[src/rtl/elevator_pkg.sv]
// rtl/elevator_pkg.sv - shared types, constants and travel-cost rules for the hall-call dispatcher
// Contents: DIR_UP/DIR_DOWN, FSM state encoding, abs_diff and travel_cost helpers.
// The helpers work on 5-bit floors (up to 16 floors) and return a 6-bit cost;
// callers zero-extend their floors and truncate the cost to their own width.
package elevator_pkg;

  localparam logic DIR_UP   = 1'b1;
  localparam logic DIR_DOWN = 1'b0;

  typedef enum logic [1:0] {
    ST_IDLE   = 2'd0,
    ST_EVAL   = 2'd1,
    ST_ASSIGN = 2'd2
  } state_t;

  function automatic logic [5:0] abs_diff(input logic [4:0] a, input logic [4:0] b);
    return (a > b) ? {1'b0, a - b} : {1'b0, b - a};
  endfunction

  // Idle lifts and lifts already heading through the call floor in the call's
  // direction pay only the direct distance; any other lift first finishes its
  // current trip and then travels back to the call.
  function automatic logic [5:0] travel_cost(input logic [4:0] curr, input logic [4:0] dest,
                                             input logic [4:0] req, input logic req_dir);
    logic lift_up;
    logic on_way;
    lift_up = (dest > curr);
    on_way  = (lift_up == req_dir) &&
              (lift_up ? (req >= curr && req <= dest) : (req <= curr && req >= dest));
    if (curr == dest || on_way)
      return abs_diff(curr, req);
    return abs_diff(curr, dest) + abs_diff(dest, req);
  endfunction

endpackage

[src/rtl/elevator_cost.sv]
// rtl/elevator_cost.sv - combinational travel cost of one lift for one hall call
// Ports: curr/dest - lift current and destination floor; req_floor/req_dir - the call;
//        cost - FLOOR_W+1 bit travel cost (cannot overflow: max is 2*(floors-1)).
module elevator_cost
  import elevator_pkg::*;
#(
  parameter int FLOOR_W = 3
) (
  input  logic [FLOOR_W-1:0] curr,
  input  logic [FLOOR_W-1:0] dest,
  input  logic [FLOOR_W-1:0] req_floor,
  input  logic               req_dir,
  output logic [FLOOR_W:0]   cost
);

  assign cost = (FLOOR_W+1)'(travel_cost(5'(curr), 5'(dest), 5'(req_floor), req_dir));

endmodule

[src/rtl/elevator_dispatcher.sv]
// rtl/elevator_dispatcher.sv - N-lift hall-call dispatcher with round-robin call service
// Ports: clk/reset (sync, active-high); req_valid/req_floor/req_dir - hall call input;
//        curr_floor/dest_floor - packed lift positions, lift i at [i*FLOOR_W +: FLOOR_W];
//        asg_valid/asg_ready/asg_lift/asg_floor/asg_dir - assignment handshake;
//        hall_pending - lamp bitmap, bit floor*2+dir.
// Optional: ELEVATOR_LIFT_MASK_EN adds lift_enable[N_LIFTS]; disabled lifts are skipped.
module elevator_dispatcher
  import elevator_pkg::*;
#(
  parameter int N_LIFTS  = 2,
  parameter int N_FLOORS = 8,
  parameter int FLOOR_W  = $clog2(N_FLOORS),
  parameter int LIFT_W   = (N_LIFTS > 2) ? $clog2(N_LIFTS) : 1
) (
  input  logic                       clk,
  input  logic                       reset,
  input  logic                       req_valid,
  input  logic [FLOOR_W-1:0]         req_floor,
  input  logic                       req_dir,
  input  logic [N_LIFTS*FLOOR_W-1:0] curr_floor,
  input  logic [N_LIFTS*FLOOR_W-1:0] dest_floor,
`ifdef ELEVATOR_LIFT_MASK_EN
  input  logic [N_LIFTS-1:0]         lift_enable,
`endif
  output logic                       asg_valid,
  input  logic                       asg_ready,
  output logic [LIFT_W-1:0]          asg_lift,
  output logic [FLOOR_W-1:0]         asg_floor,
  output logic                       asg_dir,
  output logic [2*N_FLOORS-1:0]      hall_pending
);

  localparam int N_CALLS = 2 * N_FLOORS;
  localparam int PTR_W   = $clog2(N_CALLS);
  localparam int TOP_I   = N_FLOORS - 1;
  localparam int LAST_L  = N_LIFTS - 1;
  localparam int LAST_C  = N_CALLS - 1;
  localparam logic [FLOOR_W-1:0] TOP_FLOOR = TOP_I[FLOOR_W-1:0];
  localparam logic [LIFT_W-1:0]  LAST_LIFT = LAST_L[LIFT_W-1:0];
  localparam logic [PTR_W-1:0]   LAST_CALL = LAST_C[PTR_W-1:0];
  localparam logic [N_CALLS-1:0] CALL_BIT0 = 1;

  state_t              state;
  logic [PTR_W-1:0]    scan_ptr;
  logic [PTR_W-1:0]    call_idx;
  logic [LIFT_W-1:0]   lift_cnt;
  logic [LIFT_W-1:0]   best_lift;
  logic [FLOOR_W:0]    best_cost;
  logic [FLOOR_W:0]    cost;

  // Request legality: the top floor has no up button, floor 0 no down button.
  logic floor_in_range;
  if ((1 << FLOOR_W) > N_FLOORS) begin : g_range
    localparam logic [FLOOR_W-1:0] FLOOR_LIMIT = N_FLOORS[FLOOR_W-1:0];
    assign floor_in_range = (req_floor < FLOOR_LIMIT);
  end else begin : g_full
    assign floor_in_range = 1'b1;
  end

  logic               req_legal;
  logic               handshake;
  logic [N_CALLS-1:0] set_mask;
  logic [N_CALLS-1:0] clr_mask;

  always_comb begin
    req_legal = req_valid && floor_in_range &&
                !(req_dir == DIR_UP && req_floor == TOP_FLOOR) &&
                !(req_dir == DIR_DOWN && req_floor == '0);
    set_mask  = req_legal ? (CALL_BIT0 << {req_floor, req_dir}) : '0;
    handshake = asg_valid && asg_ready;
    clr_mask  = handshake ? (CALL_BIT0 << call_idx) : '0;
  end

  // Round-robin pick: first pending call at or after scan_ptr, wrapping.
  logic             pick_found;
  logic [PTR_W-1:0] pick_idx;
  int               scan_j;

  always_comb begin
    pick_found = 1'b0;
    pick_idx   = '0;
    scan_j     = 0;
    for (int i = 0; i < N_CALLS; i++) begin
      scan_j = int'(scan_ptr) + i;
      if (scan_j >= N_CALLS)
        scan_j = scan_j - N_CALLS;
      if (!pick_found && hall_pending[scan_j]) begin
        pick_found = 1'b1;
        pick_idx   = PTR_W'(scan_j);
      end
    end
  end

  logic [PTR_W-1:0] next_ptr;
  assign next_ptr = (call_idx == LAST_CALL) ? '0 : call_idx + PTR_W'(1);

  // One cost unit, time-shared across lifts by the lift counter.
  logic [FLOOR_W-1:0] eval_curr;
  logic [FLOOR_W-1:0] eval_dest;
  assign eval_curr = curr_floor[lift_cnt*FLOOR_W +: FLOOR_W];
  assign eval_dest = dest_floor[lift_cnt*FLOOR_W +: FLOOR_W];

  elevator_cost #(.FLOOR_W(FLOOR_W)) u_cost (
    .curr     (eval_curr),
    .dest     (eval_dest),
    .req_floor(call_idx[PTR_W-1:1]),
    .req_dir  (call_idx[0]),
    .cost     (cost)
  );

  logic lift_en;
  logic do_assign;
`ifdef ELEVATOR_LIFT_MASK_EN
  logic any_en;
  assign lift_en   = lift_enable[lift_cnt];
  assign do_assign = any_en || lift_en;
`else
  assign lift_en   = 1'b1;
  assign do_assign = 1'b1;
`endif

  // best_cost starts at all-ones, above any real cost, so the first eligible
  // lift always wins; strict compare keeps ties on the lowest index.
  logic              better;
  logic [LIFT_W-1:0] final_lift;
  assign better     = lift_en && (cost < best_cost);
  assign final_lift = better ? lift_cnt : best_lift;

  always_ff @(posedge clk) begin
    if (reset) begin
      state        <= ST_IDLE;
      scan_ptr     <= '0;
      call_idx     <= '0;
      lift_cnt     <= '0;
      best_lift    <= '0;
      best_cost    <= '0;
      asg_valid    <= 1'b0;
      asg_lift     <= '0;
      asg_floor    <= '0;
      asg_dir      <= 1'b0;
      hall_pending <= '0;
`ifdef ELEVATOR_LIFT_MASK_EN
      any_en       <= 1'b0;
`endif
    end else begin
      // A call arriving in the clearing cycle keeps its bit set.
      hall_pending <= (hall_pending & ~clr_mask) | set_mask;
      case (state)
        ST_IDLE: begin
          if (pick_found) begin
            call_idx  <= pick_idx;
            best_cost <= '1;
            best_lift <= '0;
            lift_cnt  <= '0;
`ifdef ELEVATOR_LIFT_MASK_EN
            any_en    <= 1'b0;
`endif
            state     <= ST_EVAL;
          end
        end
        ST_EVAL: begin
          if (better) begin
            best_cost <= cost;
            best_lift <= lift_cnt;
          end
`ifdef ELEVATOR_LIFT_MASK_EN
          any_en <= any_en || lift_en;
`endif
          if (lift_cnt == LAST_LIFT) begin
            if (do_assign) begin
              asg_valid <= 1'b1;
              asg_lift  <= final_lift;
              asg_floor <= call_idx[PTR_W-1:1];
              asg_dir   <= call_idx[0];
              state     <= ST_ASSIGN;
            end else begin
              // No eligible lift: leave the call lit, move on to the next one.
              scan_ptr <= next_ptr;
              state    <= ST_IDLE;
            end
          end else begin
            lift_cnt <= lift_cnt + LIFT_W'(1);
          end
        end
        ST_ASSIGN: begin
          if (asg_ready) begin
            asg_valid <= 1'b0;
            scan_ptr  <= next_ptr;
            state     <= ST_IDLE;
          end
        end
        default: state <= ST_IDLE;
      endcase
    end
  end

endmodule

[config.mk]
export PLATFORM = sky130hd
export DESIGN_NAME = elevator_dispatcher
export DESIGN_NICKNAME = d
export VERILOG_FILES = /design/src/rtl/elevator_pkg.sv /design/src/rtl/elevator_cost.sv /design/src/rtl/elevator_dispatcher.sv
export SDC_FILE = /design/constraint.sdc
export NUM_CORES = 1
export LEC_CHECK = 0
export CORE_MARGIN = 2
export CORE_UTILIZATION = 60
export DETAILED_ROUTE_END_ITERATION = 10
export PLACE_DENSITY = 0.89
export SLEW_MARGIN = 20
export SYNTH_ARGS = -nofsm -noshare
export SYNTH_HDL_FRONTEND = slang
export SYNTH_SLANG_ARGS = --single-unit
[constraint.sdc]
create_clock -name clk -period 6.6 [get_ports clk]
set_input_delay 0.99 -clock clk [delete_from_list [all_inputs] [get_ports clk]]
set_output_delay 0.99 -clock clk [all_outputs]
set_load 0.02 [all_outputs]
==> load_flow_metrics.sql <==
INSERT INTO impl_metrics (metric_group, metric, value, unit) VALUES
('critical_path', 'setup.worst_path.start_class', 'input pin', ''),
('route', 'remaining_drc_errors', '0', ''),
('placement', 'portBuffers', '41', ''),
('placement', 'dp.final_hpwl', '10950', 'microns'),
('die', 'floorplan.die.width', '96.12', 'microns'),
('timing', 'period_needed', '5.899', 'ns'),
('timing', 'min_period_over_period', '89.38', '%'),
('power_and_ir_drop', 'power.share.combinational', '58.9', '%'),
('synth', 'post_synth_num_cell_types', '67', ''),
('die', 'die_area', '9238', 'sq um'),
('route', 'vias_post_dr', '5128', ''),
('power_and_ir_drop', 'netSwitchingFraction', '44.37', '%'),
('clock_tree', 'resize_count_post_cts', '0', ''),
('layout', 'num_antenna_cells', '0', ''),
('critical_path', 'timing.critical_path.fanout_max', '9', ''),
('route', 'initialDrtViolationCount', '510', ''),
('global_routing', 'global_route_usage_sum', '32.83', '%'),
('critical_path', 'worst-r2r-setup-slack', '0.91', 'ns'),
('clock_tree', 'cts_tree', 'done', ''),
('clock_tree', 'cts.root.buffer_cell', 'sky130_fd_sc_hd__clkbuf_8', ''),
('critical_path', 'worst-path-buf-inv', '4', ''),
('timing', 'grt_setup_unrepaired', 'no', ''),
('route', 'drtAntennaViolNets', '0', ''),
('route', 'totalWireLength', '14460', 'microns'),
('global_routing', 'number_of_antenna_violations_at_the_first_check_in_global_routing', '0', ''),
('timing', 'final_setup_violation_count', '0', ''),
('clock_tree', 'cts_setup_buffers', '0', ''),
('critical_path', 'critical-path-top-delay-family', 'compound AO/OA/AOI/OAI gates', ''),
('layout', 'syn2layout_area_growth', '11.01', '%'),
('global_routing', 'grt_start_max_net_pins', '34', ''),
('route', 'vias_per_cell', '7.063', ''),
('critical_path', 'critical_path.endpoint_type', 'flip-flop', ''),
('clock_tree', 'max-clock-path-buffers', '2', ''),
('clock_tree', 'htree_num_levels', '2', ''),
('synth', 'ys.flop_type', 'sky130_fd_sc_hd__dfxtp_1', ''),
('timing', 'hold_viol_final', '0', ''),
('min_path', 'worst_hold_check_path_type', 'flip-flop to flip-flop', ''),
('power_and_ir_drop', 'p_leak', '2.108', 'nW'),
('synth', 'synth-seq-area-share', '14.94', '%'),
('layout', 'finish.net_count', '690', ''),
('synth', 'synth-edff-count', '0', ''),
('timing', 'timing.max_slew.rel_slack', '27.17', '%'),
('clock_tree', 'cts_hold_buf', '0', ''),
('timing', 'final_max_slew_viol_count', '0', ''),
('synth', 'yosysTopAreaCell', 'sky130_fd_sc_hd__dfxtp_1', ''),
('synth', 'netlist_area_pre_place', '5091', 'sq um'),
('route', 'total_iterations_of_the_first_detailed_routing_run', '5', ''),
('synth', 'synthCells', '594', ''),
('die', 'initial_utilization', '61.96', '%'),
('synth', 'synthesized_net_count', '664', ''),
('timing', 'timing.setup.tns', '0', 'ns'),
('critical_path', 'worstSetupPathType', 'input pin to flip-flop', ''),
('status', 'status', 'complete, no violations', ''),
('timing', 'finalClockSkew', '0.005340', 'ns'),
('synth', 'asyncSetResetFlopFracSynth', '0', '%'),
('synth', 'ys_ff_latch', '38', ''),
('synth', 'synth_largest_type_area_fraction', '14.94', '%'),
('die', 'ioPinCount', '42', ''),
('global_routing', 'first_global_vias', '4861', ''),
('power_and_ir_drop', 'clock_network_power_share', '15.5', '%'),
('die', 'core_region_area', '8217', 'sq um'),
('power_and_ir_drop', 'peakVddDrop', '0.1744', 'mV'),
('clock_tree', 'cts.clk_slew.worst_paths', '0.08', 'ns'),
('layout', 'finalNonFillerCells', '726', ''),
('critical_path', 'crit_path_cell_trace', 'clkdlybuf4s50_1, mux2i_1, inv_1, ha_1, inv_1, fa_1, inv_1, fa_1, a31oi_1, mux2_2, ha_1, a21o_1, a21oi_1, xnor2_1, xnor2_1, o21ai_0, ha_1, nor3_1, a21oi_1, mux2_2, a22oi_1, nor2_1', ''),
('critical_path', 'critical_path.slowest_cell', 'sky130_fd_sc_hd__a31oi_1', ''),
('power_and_ir_drop', 'internal_power', '0.6353', 'mW'),
('clock_tree', 'cts_num_sinks', '38', ''),
('power_and_ir_drop', 'power.sequential.fraction', '25.6', '%'),
('route', 'wl_per_cell', '19.92', 'microns'),
('global_routing', 'grt_remaining_overflow', '0', '');
==> logic make-up (layout without fill, tap and decap cells) <==
family                     Yosys count  after routing  synth area share [%]
adders and majority gates           50             50                 14.20
buffers and inverters               69             96                 5.456
AOI/OAI and AO/OA                  148            148                 20.18
and+or+nand+nor                    189            189                 17.47
DFF                                 38             38                 14.94
xor gates and xnor gates            14             14                 2.556
muxes                               86             86                 25.19
==> layer usage <==
layer	share of wire, %	track usage, %	vias up
li1	-	-	2283
met1	39	44.27	2432
met2	47	52.55	349
met3	9.7	4.699	64
met4	3.8	14.29	0
met5	0	0	-
==> state kept, by name, summed over array words and instances, names as in the netlist, 2 cells and up <==
signal	flops
hall_pending	16
best_cost	4
call_idx	4
scan_ptr	4
asg_floor	3
state	2
==> stage by stage <==
step                area (sq um)  setup slack (ns)  hold slack, ns  util [%]
floorplan                   5091             1.438          0.4781         -
global placement            5554            0.7420          0.4447     67.60
detailed placement          5554            0.4759          0.4548     67.60
CTS                         5649            0.7545          0.4664     68.75
global route                5652            0.3114          0.4821     68.78
finish                      5652            0.7009          0.4656     68.78
==> cell type report <==
cell class                      instances  area [sq um]
Sequential cell                        38         760.7
Tap cell                              105         131.4
Fill cell                             615          2565
Clock buffer                            6         82.58
Clock inverter                          2         12.51
Inverter                               41         153.9
Multi-Input combinational cell        487          4055
Timing Repair Buffer                   47         455.4
==> cell usage after synthesis (9+ instances only) <==
cell and instances:
sky130_fd_sc_hd__nor2_1 55, sky130_fd_sc_hd__nand2_1 52, sky130_fd_sc_hd__inv_1 39, sky130_fd_sc_hd__dfxtp_1 38, sky130_fd_sc_hd__a21oi_1 37, sky130_fd_sc_hd__ha_1 37, sky130_fd_sc_hd__mux4_2 31, sky130_fd_sc_hd__mux2i_1 28
sky130_fd_sc_hd__mux2_2 26, sky130_fd_sc_hd__nand3_1 23, sky130_fd_sc_hd__o21ai_0 20, sky130_fd_sc_hd__clkbuf_1 16, sky130_fd_sc_hd__nor3_1 15, sky130_fd_sc_hd__fa_1 13, sky130_fd_sc_hd__a22oi_1 12, sky130_fd_sc_hd__a31oi_1 11
sky130_fd_sc_hd__nor2b_1 10, sky130_fd_sc_hd__xnor2_1 10, sky130_fd_sc_hd__buf_2 9
==> final timing paths <==
path	startpoint	end	cells past startpoint
setup / recovery	dest_floor[3]	best_lift$_SDFFE_PP0P_	22
hold / removal	asg_floor[2]$_SDFFE_PP0P_	asg_floor[2]$_SDFFE_PP0P_	2
setup reg to reg	lift_cnt$_SDFFE_PP0P_	best_lift$_SDFFE_PP0P_	21
hold reg to reg	asg_floor[2]$_SDFFE_PP0P_	asg_floor[2]$_SDFFE_PP0P_	2
==> placed cells by master (no fill, tap or decap), types with 4 or more instances in the layout <==
| cell type | netlist | routed |
|---|---|---|
| sky130_fd_sc_hd__mux2_2 | 26 | 26 |
| sky130_fd_sc_hd__o21ai_0 | 20 | 20 |
| sky130_fd_sc_hd__o221ai_1 | 5 | 5 |
| sky130_fd_sc_hd__xnor2_1 | 10 | 10 |
| sky130_fd_sc_hd__o22ai_1 | 6 | 6 |
| sky130_fd_sc_hd__buf_4 | 0 | 6 |
| sky130_fd_sc_hd__a221o_1 | 4 | 4 |
| sky130_fd_sc_hd__nand2_1 | 52 | 52 |
| sky130_fd_sc_hd__nand2b_1 | 6 | 6 |
| sky130_fd_sc_hd__mux4_2 | 31 | 31 |
| sky130_fd_sc_hd__a221oi_1 | 7 | 7 |
| sky130_fd_sc_hd__clkdlybuf4s50_1 | 0 | 41 |
| sky130_fd_sc_hd__a21oi_1 | 37 | 37 |
| sky130_fd_sc_hd__nor2_1 | 55 | 55 |
| sky130_fd_sc_hd__dfxtp_1 | 38 | 38 |
| sky130_fd_sc_hd__clkbuf_8 | 0 | 6 |
| sky130_fd_sc_hd__and3_1 | 7 | 7 |
| sky130_fd_sc_hd__a32oi_1 | 5 | 5 |
| sky130_fd_sc_hd__nor3_1 | 15 | 15 |
| sky130_fd_sc_hd__nor2b_1 | 10 | 10 |
| sky130_fd_sc_hd__or3_1 | 4 | 4 |
| sky130_fd_sc_hd__a22oi_1 | 12 | 12 |
| sky130_fd_sc_hd__nand3_1 | 23 | 23 |
| sky130_fd_sc_hd__mux2i_1 | 28 | 28 |
| sky130_fd_sc_hd__a31oi_1 | 11 | 11 |
| sky130_fd_sc_hd__ha_1 | 37 | 36 |
| sky130_fd_sc_hd__a211oi_1 | 8 | 8 |
| sky130_fd_sc_hd__fa_1 | 13 | 13 |
| sky130_fd_sc_hd__inv_1 | 39 | 39 |
==> worst min-delay path, delay by kind of cell (launching register included) <==
| family | cells | cell delay (ns) |
|---|---|---|
| DFF | 1 | 0.32 |
| AOI/OAI and AO/OA | 1 | 0.05 |
| and+or+nand+nor | 1 | 0.05 |
==> power by group through the flow <==
stage / Combinational [mW] / Clock [mW] / Sequential, mW
global route: 0.741 / 0.182 / 0.296
detailed placement: 0.649 / 0 / 0.295
finish: 0.673 / 0.177 / 0.292
floorplan: 0.508 / 0 / 0.277
CTS: 0.662 / 0.174 / 0.290
global placement: 0.616 / 0 / 0.294
(Power assumes the default switching activity.)
==> patch 1, RTL diff (config.mk and constraints unchanged) <==
The option `ELEVATOR_LIFT_MASK_EN` is turned on by a define.
--- a/src/rtl/elevator_dispatcher.sv
+++ b/src/rtl/elevator_dispatcher.sv
@@ -4,6 +4,8 @@
 //        asg_valid/asg_ready/asg_lift/asg_floor/asg_dir - assignment handshake;
 //        hall_pending - lamp bitmap, bit floor*2+dir.
 // Optional: ELEVATOR_LIFT_MASK_EN adds lift_enable[N_LIFTS]; disabled lifts are skipped.
+`define ELEVATOR_LIFT_MASK_EN
+
 module elevator_dispatcher
   import elevator_pkg::*;
 #(
Interface: changed (added lift_enable); port bits go from 42 to 44. No check against the original RTL was run, so the function may have changed too.
==> patch 1 against the original RTL <==
- register-to-register slack got worse by 80 ps
- largest power group unchanged
- total power rose by 2.5%
- final cell count fell by 2.5%
- sequential cell count rose by 1
- setup slack got worse by 130 ps
- routed wire length rose by 1.6%
- area after synthesis fell by 1.4%
- sequential share of layout area rose by 0.37 points
- critical endpoint is now best_cost[0]
- design area barely moved
==> patch 1: results (changes against the original RTL) <==
[synth]
post_synth_num_cell_types = 68  ; +1.5%
postSynth.asyncResetShare_pct = 0  ; unchanged
synth_commonest_cells = 59 x nor2_1, 47 x nand2_1, 42 x inv_1
yosys-top-cells-area = dfxtp_1 16%, mux4_2 13%, ha_1 9.2%
synth_nets = 644  ; -3.0%
seq_area_frac_synth_pct = 15.6  ; +0.62 points

[worst_setup_path]
cp.arrival_ps = 6160  ; +70 ps
max_stage_delay_ps = 580  ; +40 ps
rrSetupSlack_ps = 830  ; -80 ps

[pwr]
vdd_drop_max_mv = 0.151  ; -13%
power.leakage_nw = 2.17  ; +3.0%
p_int_mw = 0.679  ; +6.9%

[global_routing]
met1_usage_pct = 43.8  ; -0.47 points
use_met3_pct = 2.85  ; -1.9 points
grt_use_total_pct = 33.0  ; +0.13 points
grt_max_degree = 38  ; +12%
grt_use_met2_pct = 56.3  ; +3.7 points

[clocking]
clk_path_buf_depth = 2  ; unchanged

[routing]
wl_met1_microns = 5710  ; +1.5%
num_vias = 4982  ; -2.8%
wl_met2_microns = 7260  ; +5.7%
drt-initial-drc-count = 454  ; -11%
met3RoutedLength_microns = 1220  ; -13%
wire_per_inst_microns = 20.8  ; +4.2%

[outcome]
status = finished clean

[placement]
port_buffers = 43  ; +4.9%
finalWeightedCongestion = 1.04  ; -0.42%
dp_hpwl_microns = 10900  ; -0.58%

[timing]
finClkSkew_ps = 6.16  ; +0.824 ps
holdWs_ps = 484  ; +18.8 ps
tightest_slew_ps = 1070  ; -17.4 ps

[layout]
drive_gt1_share_pct = 10.6  ; -2.4 points
nets = 674  ; -2.3%

patch 1: cell count changes in the layout (fill, tap and decap cells not counted), sizes merged, moves of 6 or more:
| cell | before | now |
|---|---|---|
| mux2 | 27 | 9 |
| nand3 | 23 | 14 |
| a311oi | 1 | 7 |
| nor3 | 16 | 10 |
patch 1: worst paths after layout:
path,startpoint,endpoint,cells past startpoint
worst max-delay path,dest_floor[3],best_cost[0],21
worst min-delay path,any_en,any_en,2
worst max register to register,lift_cnt,best_cost[0],20
worst min register to register,any_en,any_en,2
patch 1: logic make-up after synthesis:
group           after synthesis  share of synthesized area, %
xor+xnor                     14                          2.44
mux                          74                          24.1
compound gates              141                          19.4
buf+inv                      71                          5.71
fa+ha+maj                    50                          14.4
simple gates                183                          18.4
flops                        39                          15.6
patch 1: stage by stage:
step                      instances  setup WS (ps)  area, sq um
after floorplan                 572           1400         5020
after global routing            708            263         5650
after global placement          700            746         5510
after detailed placement        700            429         5510
after CTS                       708            651         5650
final                           708            573         5650
patch 1: worst min-delay path, cell delays in order (launching register included):
cell and delay, ps:
dfxtp_1 330, nand2_1 60, a21oi_1 50
patch 1: cell type report:
type,instances,area share [%]
Tap cell,105,2.33
Timing Repair Buffer,51,8.69
Clock buffer,6,1.29
Multi-Input combinational cell,462,70.0
Clock inverter,2,1.06
Inverter,43,2.86
Sequential cell,39,13.8
patch 1: power groups by stage:
stage,sequential [mW],combinational [mW],clock (mW)
finish,0.289,0.642,0.239
floorplan,0.281,0.480,0
CTS,0.288,0.630,0.238
global placement,0.291,0.585,0
detailed placement,0.292,0.622,0
global route,0.292,0.710,0.248
==> patch 2, RTL diff (same settings) <==
Without the edit above. Re-encode `state_t` (3 states) as one-hot, 3 bits wide.
--- a/src/rtl/elevator_pkg.sv
+++ b/src/rtl/elevator_pkg.sv
@@ -7,10 +7,10 @@
   localparam logic DIR_UP   = 1'b1;
   localparam logic DIR_DOWN = 1'b0;
 
-  typedef enum logic [1:0] {
-    ST_IDLE   = 2'd0,
-    ST_EVAL   = 2'd1,
-    ST_ASSIGN = 2'd2
+  typedef enum logic [2:0] {
+    ST_IDLE   = 3'b001,
+    ST_EVAL   = 3'b010,
+    ST_ASSIGN = 3'b100
   } state_t;
 
   function automatic logic [5:0] abs_diff(input logic [4:0] a, input logic [4:0] b);
Check against the original RTL: same outputs for any inputs over 4 cycles, from zero or initial values and one cycle with reset high; so few cycles prove little.
==> patch 2 against the original RTL <==
- sequential cell count rose by 1
- area after synthesis fell by 2.5%
- design area fell by 1.5%
- sequential share of layout area rose by 0.57 points
- non-clock buffer count rose by 3
- die area fell by 2.4%
- global-route usage rose by 0.92 points
- setup slack improved by 45 ps
- final cell count fell by 3.0%
- sequential power fell by 7%
- count of clock-buffer cells in the layout did not move
- total power fell by 23%
- routed wire length rose by 1.0%
==> patch 2: results (changes against the original RTL) <==
[synth]
yosys-top-cells-area = dfxtp_1 16%, mux4_2 13%, ha_1 9.3%
seq_area_frac_synth_pct = 15.7  ; +0.79 points
synthesis.instances = 567  ; -4.5%
synthMuxAreaShare_pct = 25.3  ; +0.093 points
synth_compound_area_share_pct = 17.9  ; -2.3 points
synth_xor_area_share_pct = 2.65  ; +0.091 points

[layout]
multi_input_area_share_pct = 70.3  ; -1.5 points
drive_gt1_share_pct = 12.7  ; -0.36 points
nets = 668  ; -3.2%
areaGrowthSynthToFinish_pct = 12.1
fill_cells = 589  ; -4.2%

[global_routing]
grt_pass1_wl_microns = 23700  ; -0.29%
grt_pass1_vias = 4787  ; -1.5%
grt_use_met2_pct = 55.2  ; +2.7 points
grt_use_total_pct = 33.7  ; +0.92 points
met1_usage_pct = 43.5  ; -0.74 points
grt_max_degree = 32  ; -5.9%

[clocking]
clock-sinks = 39  ; +2.6%

[routing]
drt-initial-drc-count = 659  ; +29%

[timing]
finClkSkew_ps = 4.03  ; -1.31 ps
slew_headroom_pct = 39.5  ; +12 points

[outcome]
status = finished clean

[placement]
dpl-instance-area_sq_um = 5450  ; -1.9%
finalWeightedCongestion = 0.962  ; -8.3%

[pwr]
p_comb_mw = 0.393  ; -42%
p_int_mw = 0.540  ; -15%

[worst_setup_path]
max_stage_delay_ps = 500  ; -40 ps

## patch 2: stage by stage
stage	util (%)	power [mW]	hold slack (ps)	setup slack, ps
after floorplan	-	0.551	464	1020
after global placement	67.0	0.628	476	708
after detailed placement	67.0	0.653	489	484
after CTS	68.4	0.873	511	783
after global routing	68.4	0.935	552	271
final	68.4	0.881	508	746
## patch 2: logic make-up after synthesis
logic type	after synthesis
AO/OA/AOI/OAI	130
XOR/XNOR	15
adder cells (fa/ha/maj)	50
buffers and inverters	65
flip-flops	39
multiplexers	87
AND/OR/NAND/NOR	181
## patch 2: worst paths after layout
kind | end | cells past startpoint | slack (ps) | start
max | best_lift | 23 | 750 | dest_floor[3]
min | asg_dir | 2 | 510 | asg_dir
max reg2reg | best_lift | 22 | 990 | lift_cnt
min reg2reg | asg_dir | 2 | 510 | asg_dir
## patch 2: routing by layer
layer | share of wire (%) | up-vias
met3 | 10 | 82
met2 | 48 | 357
met1 | 37 | 2290
met4 | 4.7 | 0
met5 | 0 | -
li1 | - | 2178
